## config.mk

```make
export PLATFORM = sky130hd
export DESIGN_NAME = tr_step_gen
export DESIGN_NICKNAME = d
export VERILOG_FILES = /design/src/rtl/tr_step_gen.sv
export SDC_FILE = /design/constraint.sdc
export NUM_CORES = 1
export LEC_CHECK = 0
export ABC_AREA = 1
export CAP_MARGIN = 15
export CORE_MARGIN = 5
export CORE_UTILIZATION = 40
export CTS_BUF_LIST = sky130_fd_sc_hd__clkbuf_8 sky130_fd_sc_hd__clkbuf_16
export CTS_CLUSTER_DIAMETER = 40
export DETAILED_ROUTE_END_ITERATION = 8
export GPL_TIMING_DRIVEN = 0
export SYNTH_ARGS = -nofsm -noshare
export SYNTH_HDL_FRONTEND = slang
export SYNTH_SLANG_ARGS = --single-unit
```

## constraint.sdc

```tcl
create_clock -name clk -period 1.65 [get_ports clk]
set_input_delay 0.33 -clock clk [delete_from_list [all_inputs] [get_ports clk]]
set_output_delay 0.33 -clock clk [all_outputs]
set_load 0.005 [all_outputs]
```

## src/rtl/tr_step_gen.sv

```systemverilog
// Stepper step/direction pulse generator: SETUP (dir settle), HIGH, LOW phases from one down-counting timer.
// Latency: the first step rises DIR_SETUP+1 cycles after enable is sampled high in IDLE; all outputs registered.
// Backpressure: none; enable is a level request, and a started HIGH+LOW pair always completes except on rst.
// Ports: clk, rst (sync, active-high), enable, dir_in, half_period[WIDTH], count_clr ->
//        step, dir_out, count_N[2*WIDTH] (saturating pulse count), busy (state != IDLE).
module tr_step_gen #(
  parameter int WIDTH     = 16,
  parameter int DIR_SETUP = 4
) (
  input  logic               clk,
  input  logic               rst,
  input  logic               enable,
  input  logic               dir_in,
  input  logic [WIDTH-1:0]   half_period,
  input  logic               count_clr,
  output logic               step,
  output logic               dir_out,
  output logic [2*WIDTH-1:0] count_N,
  output logic               busy
);

  // Timer must hold both a half period and the setup delay (up to 255).
  localparam int TW = (WIDTH > 8) ? WIDTH : 8;

  typedef enum logic [1:0] {
    IDLE  = 2'd0,
    SETUP = 2'd1,
    HIGH  = 2'd2,
    LOW   = 2'd3
  } state_t;

  state_t             state, state_d;
  logic [TW-1:0]      timer, timer_d;
  logic [WIDTH-1:0]   hp_q, hp_d;
  logic               step_d;
  logic               dir_d;
  logic               inc;
  logic [WIDTH-1:0]   hp_eff;
  logic [TW-1:0]      hp_eff_tw;
  logic [TW-1:0]      hp_q_tw;
  logic [TW-1:0]      setup_tw;
  logic               timer_last;
  logic [2*WIDTH-1:0] count_d;

  // A zero half period would mean a zero-length phase; run it as one cycle.
  assign hp_eff     = (half_period == '0) ? WIDTH'(1) : half_period;
  assign hp_eff_tw  = TW'(hp_eff);
  assign hp_q_tw    = TW'(hp_q);
  assign setup_tw   = TW'(DIR_SETUP);
  // Timer holds the number of cycles left in the current phase, including this one.
  assign timer_last = (timer <= TW'(1));

  always_comb begin
    state_d = state;
    timer_d = timer;
    hp_d    = hp_q;
    step_d  = 1'b0;
    dir_d   = dir_out;
    inc     = 1'b0;
    case (state)
      IDLE: begin
        timer_d = '0;
        if (enable) begin
          state_d = SETUP;
          dir_d   = dir_in;
          timer_d = setup_tw;
        end
      end
      SETUP: begin
        // enable is not looked at here: once setup starts, one pulse follows.
        if (timer_last) begin
          state_d = HIGH;
          timer_d = hp_eff_tw;
          hp_d    = hp_eff;
          step_d  = 1'b1;
          inc     = 1'b1;
        end else begin
          timer_d = timer - TW'(1);
        end
      end
      HIGH: begin
        if (timer_last) begin
          state_d = LOW;
          timer_d = hp_q_tw;       // LOW reuses the half period latched at HIGH entry
        end else begin
          timer_d = timer - TW'(1);
          step_d  = 1'b1;
        end
      end
      LOW: begin
        if (timer_last) begin
          if (!enable) begin
            state_d = IDLE;
            timer_d = '0;
          end else if (dir_in != dir_out) begin
            // Direction only ever changes here or from IDLE, with step low.
            state_d = SETUP;
            dir_d   = dir_in;
            timer_d = setup_tw;
          end else begin
            state_d = HIGH;
            timer_d = hp_eff_tw;
            hp_d    = hp_eff;
            step_d  = 1'b1;
            inc     = 1'b1;
          end
        end else begin
          timer_d = timer - TW'(1);
        end
      end
      default: begin
        state_d = IDLE;
        timer_d = '0;
      end
    endcase
  end

  // Clear wins over hold but not over a simultaneous increment, which yields 1.
  always_comb begin
    count_d = count_N;
    if (count_clr) begin
      count_d = inc ? (2*WIDTH)'(1) : '0;
    end else if (inc && (count_N != '1)) begin
      count_d = count_N + (2*WIDTH)'(1);
    end
  end

  always_ff @(posedge clk) begin
    if (rst) begin
      state   <= IDLE;
      timer   <= '0;
      hp_q    <= '0;
      step    <= 1'b0;
      dir_out <= 1'b0;
      count_N <= '0;
      busy    <= 1'b0;
    end else begin
      state   <= state_d;
      timer   <= timer_d;
      hp_q    <= hp_d;
      step    <= step_d;
      dir_out <= dir_d;
      count_N <= count_d;
      busy    <= (state_d != IDLE);
    end
  end

endmodule

```

Word level (Yosys, flattened, before mapping)

Cells that the tools add are included.

Output and inout port bits: 35
Bits in registers: 69
Input port bits: 21
Logic and storage cells: 65

Eq/ne operators: 11
Reduce and logical (&&, ||, !) cells: 9
Muxes and demuxes: 35
Add/subtract/negate cells: 2
$lt $le $gt $ge: 1

Operators by type and width:

| cell                  | number |
|---|---|
| $mux 16               | 10 |
| $mux 32               | 2 |
| $pmux 16 s4           | 1 |
| $add 32x1->32 const B | 1 |
| $ne 32x32->1 const B  | 1 |
| $pmux 16 s2           | 1 |
| $le 16x1->1 const B   | 1 |
| $logic_not 16->1      | 1 |
| $sub 16x1->16 const B | 1 |
| $mux 2                | 6 |
| $ne 2x2->1 const B    | 6 |
| $mux 1                | 10 |
| $reduce_and 5->1      | 2 |
| $pmux 2 s4            | 1 |
| $reduce_bool 2->1     | 4 |
| $eq 2x2->1 const B    | 2 |
| $pmux 1 s2            | 2 |
| $mux 3                | 1 |
| $pmux 1 s3            | 1 |
| $eq 2x1->1 const B    | 1 |
| $logic_not 2->1       | 1 |
| $logic_and 1x1->1     | 1 |
| $ne 1x1->1            | 1 |

Logic depth before layout (Yosys ltp)

Depth after elaboration: 8
Depth in mapped cells: 13
Gate-level depth less buffers: 13

Worst setup path before layout

No wires, ideal clock.

Path type: reg2reg
From: reg count_N[0]
To: reg count_N[8]
Path buffers: 1
Clock period less this slack: 1.778 ns
Library setup time: 0.113 ns
Arrival time: 1.665 ns
Stages on the path, launching flop included: 12
Setup slack: -0.128 ns
Required time: 1.537 ns
Path through: dfxtp_1 ha_1 nand2_1 nor2_4 nand3_4 nor2_4 nand4_4 buf_2 nand3_1 nand2_1 nand2_1 nor2_1

Cells in the longest elaborated chain, start to end: 3
Elaborated cells between the ends (all ways): 6
Those cells by class: add/sub: 1; eq/ne: 1; mux: 2; reduce/logical: 2

RTL lines:

| element                                              | line     | source |
|---|---|---|
| start: declaration                                   | 18       | `output logic [2*WIDTH-1:0] count_N,` |
| start signal: assignment                             | 143      | `count_N <= count_d;` |
| $add 32x1->32 / $ne 32x32->1 (equally long branches) | 124, 123 |  |
| $mux 32 / $logic_and 1x1->1 (equally long branches)  | 123      | `end else if (inc && (count_N != '1)) begin` |
| $mux 32 / $reduce_bool 2->1 (equally long branches)  | n/a      |  |

Several ways; a longest one is shown, not always the timed one. The select of a mux whose other input is x is not followed.
A chain may end at the register's enable or synchronous reset.

Worst setup path in the final report

From: reg count_N[1]
To: reg count_N[9]

Same word-level chain as after synthesis.

==> results by group <==
Outcome
  • Status: finished, violations left
  • Failing checks: setup timing

GRT
  • Initial antenna violation count: 0
  • Total gr overflow: 0
  • Largest net degree at the start of global routing: 12
  • Vias in the first global route: 4,802
  • Total track usage: 22.6%
  • First-pass GRT wire length: 23,600 microns

CTS
  • CTS buffer count: 9
  • Maximum root-to-sink buffer count: 2
  • Clk slew on worst S/H paths: 0.06 ns
  • Clock latency on the worst-skew pair: ~0.34 ns
  • Clock root buffer: clkbuf_16
  • CTS tree: yes
  • Htree depth: 3
  • Num Clock Sinks: 69

Yosys
  • Share of flip-flops with an asynchronous set or reset: 0%
  • Post-Syn Instances: 716
  • Yosys top cell by area: dfxtp_1
  • Synth cell types: 37
  • Mean Syn Cell Area: 6.27 sq um
  • Synth area leaders: dfxtp_1, nand2_1, inv_1
  • Synthesized cell area: between 4000 and 5000 sq um
  • Most common cell in the netlist: nand2_1
  • Post-synthesis sequential area ratio: 30.8%
  • Synth Warn #: 0
  • Top_reg_cell synth: dfxtp_1
  • Post-synth EDFFs: 0
  • Net Count, Synth: 740
  • Top cell type's share of synthesized area: a little under a third
  • Most instantiated cells after synthesis: nand2_1, inv_1, nor2_1
  • Register bit count reported by yosys: between 60 and 70

Power and ir drop
  • Power Dens Cells: around 1700 nW/um^2
  • Net Switching: 0.00499 W
  • Int Pwr: 0.00623 W
  • Clock network fraction of design power: 16.7%
  • Power Total: between 0.01 and 0.015 W
  • Gate power share: 64.4%
  • Max IR drop VDD: roughly 1200 uV
  • Lkg Pwr: around 2.7 nW
  • Sw frac: 44.5%
  • Sequential share of power: between 10% and 20%

Worst hold path
  • Worst min path class: primary input to flop
  • Beginning of the worst hold path: dir_in

Worst setup path
  • CP Launch Point: count_N[1]$_SDFFE_PP0P_
  • Worst path depth: 11
  • Crit path to: count_N[9]$_SDFFE_PP0P_
  • Reg2Reg Depth: 11
  • Top fanout value on the critical path: 5
  • Reg-to-Reg Start: count_N[1]$_SDFFE_PP0P_
  • Critical Path RT: 1.90 ns
  • Crit-path leading delay family: simple AND/OR/NAND/NOR gates
  • Worst-path cell chain: ha_4 > nand2_4 > nor2_4 > nand3_4 > nor2_4 > nand4_4 > nand2_4 > buf_12 > buf_8 > nand3_1 > a21oi_1
  • R2R Path End: count_N[9]$_SDFFE_PP0P_
  • Crit. End Element: flop
  • Setup crit start kind: flop
  • Slowest CP cell: dfxtp_4
  • Crit path DAT: roughly 2 ns
  • Reg2reg setup slack: -0.12 ns
  • WP buf/inv: 2
  • CP Class: flop to flop
  • Largest stage delay, worst path: 0.36 ns

Finish
  • Final nets: around 850
  • Layout overhead on the synthesized area: 46.1%
  • Share of cells above drive strength 1: 30.3%
  • ANT cells: 0

STA
  • Setup Viol. Count Final: 60
  • Final Hold Vio Count: 0
  • Max Transition Viols Final: 0
  • RSZ-0062 raised after global routing: true
  • Final Skew: roughly 0.008 ns
  • Slew @ Worst Pin: 0.867 ns
  • Setup TNS: -3.17 ns
  • Final worst slack: -0.122 ns
  • Final min period: approximately 1.8 ns
  • Slew margin rel.: 42.2%
  • Max Freq: 564 MHz
  • Final Cycle Share: 107%

Die
  • Die Area: 13,400 sq um
  • Die Y: 116 microns
  • Core area: approximately 11,000 sq um
  • Row count: 38
  • # IOs: 56
  • Die width: 116 microns
  • Initial Util: 41.1%

Route
  • Drt pass-1 iters: 5
  • Vias: about 5,000
  • WL/cell: 15.6 microns
  • Detailed Route WL: between 15,000 and 20,000 microns
  • Drt drc: 0
  • DRT iter0 DRCs: approximately 330
  • Antenna Violating Nets Remaining: 0
  • Vias per inst: between 5 and 6

Placed design
  • Port Buffers: 55
  • RePlAce Congestion: 0.931
  • DP Wirelength: 10,300 microns

Flow run
  • Max-cap violations: 0
## final cells by class
cell class / instances / area [sq um]
Fill cell: 1034 / 4380
Multi-Input combinational cell: 520 / 3040
Clock buffer: 12 / 267
Timing Repair Buffer: 96 / 1010
Inverter: 99 / 387
Clock inverter: 3 / 20.0
Tap cell: 140 / 175
Buffer: 26 / 225
Sequential cell: 69 / 1440
## metrics by stage
stage | setup WS (ns) | util, % | cell area (sq um) | cells | hold slack [ns]
2_1_floorplan | 0.00837 | - | 4510 | 716 | 0.399
3_3_place_gp | -0.575 | 47.9 | 5240 | 911 | 0.463
3_5_place_dp | -0.650 | 47.9 | 5240 | 911 | 0.467
4_1_cts | -0.122 | 56.3 | 6160 | 956 | 0.480
5_1_grt | -0.209 | 60.0 | 6560 | 965 | 0.516
6_report | -0.122 | 60.0 | 6560 | 965 | 0.451
## metal layers
metal	up-vias	global-route usage (%)	routed length, microns
met5	-	0	0
met4	0	11.1	420
met3	28	4.13	690
met2	139	41.1	7870
met1	2325	25.1	6050
li1	2510	-	-
## power groups by stage
stage | combinational [W] | clock [W] | sequential [W]
floorplan | 0.00315 | 0 | 0.00206
global placement | 0.00431 | 0 | 0.00210
detailed placement | 0.00437 | 0 | 0.00211
CTS | 0.00638 | 0.00191 | 0.00209
global route | 0.00777 | 0.00198 | 0.00214
finish | 0.00723 | 0.00188 | 0.00211
## flip-flops by register name, summed over array words and instances, names as in the netlist
register  cells
count_N      32
busy          1
hp_q         16
timer        16
dir_out       1
state         2
step          1
## cells by family after synthesis
logic type      Yosys count  share of synthesized area (%)
fa+ha+maj                 3                          0.836
compound gates          117                           14.3
flops                    69                           30.8
xor+xnor                 15                           2.93
buf+inv                 127                           11.6
simple gates            385                           39.6
## cells in the final DEF (no fill, tap or decap), types with 4 or more instances in the layout
master / instances
a21oi_2: 26
nand2_2: 19
buf_8: 8
nor2_4: 9
o21ai_0: 23
dfxtp_2: 27
clkbuf_16: 9
inv_1: 91
dfxtp_1: 35
nor2_1: 80
o21ai_2: 21
nor2_2: 14
inv_4: 4
nand3_2: 21
nand2_1: 159
buf_6: 16
buf_4: 24
nand2_4: 6
xnor2_1: 6
o21ai_1: 14
a21oi_1: 26
nand4_1: 26
clkbuf_1: 6
clkdlybuf4s50_1: 52
nand3_4: 4
nand3_1: 33
dfxtp_4: 7
xor2_1: 8
## worst min-delay path by stage
stage	endpoint	slack (ns)	cells after the start
global placement	dir_out$_SDFFE_PP0P_	0.46	2
detailed placement	dir_out$_SDFFE_PP0P_	0.47	2
CTS	dir_out$_SDFFE_PP0P_	0.48	3
floorplan	count_N[15]$_SDFFE_PP0P_	0.40	1
global route	count_N[31]$_SDFFE_PP0P_	0.52	2
finish	dir_out$_SDFFE_PP0P_	0.45	3
## what timing repair did
item	4_1_cts	5_1_grt
pin swaps	21	38
hold buffers	0	0
setup buffers	26	10
setup endpoints to repair	87	80
cloned	5	1
gates resized for setup	133	121
## worst register-to-register path, cell delays in order, from the launching register on
cell     delay [ns]
dfxtp_4        0.36
ha_4           0.15
nand2_4        0.06
nor2_4         0.13
nand3_4        0.12
nor2_4         0.13
nand4_4        0.13
nand2_4        0.15
buf_12         0.12
buf_8          0.11
nand3_1        0.07
a21oi_1        0.15
Power figures use the tool's default switching activity.
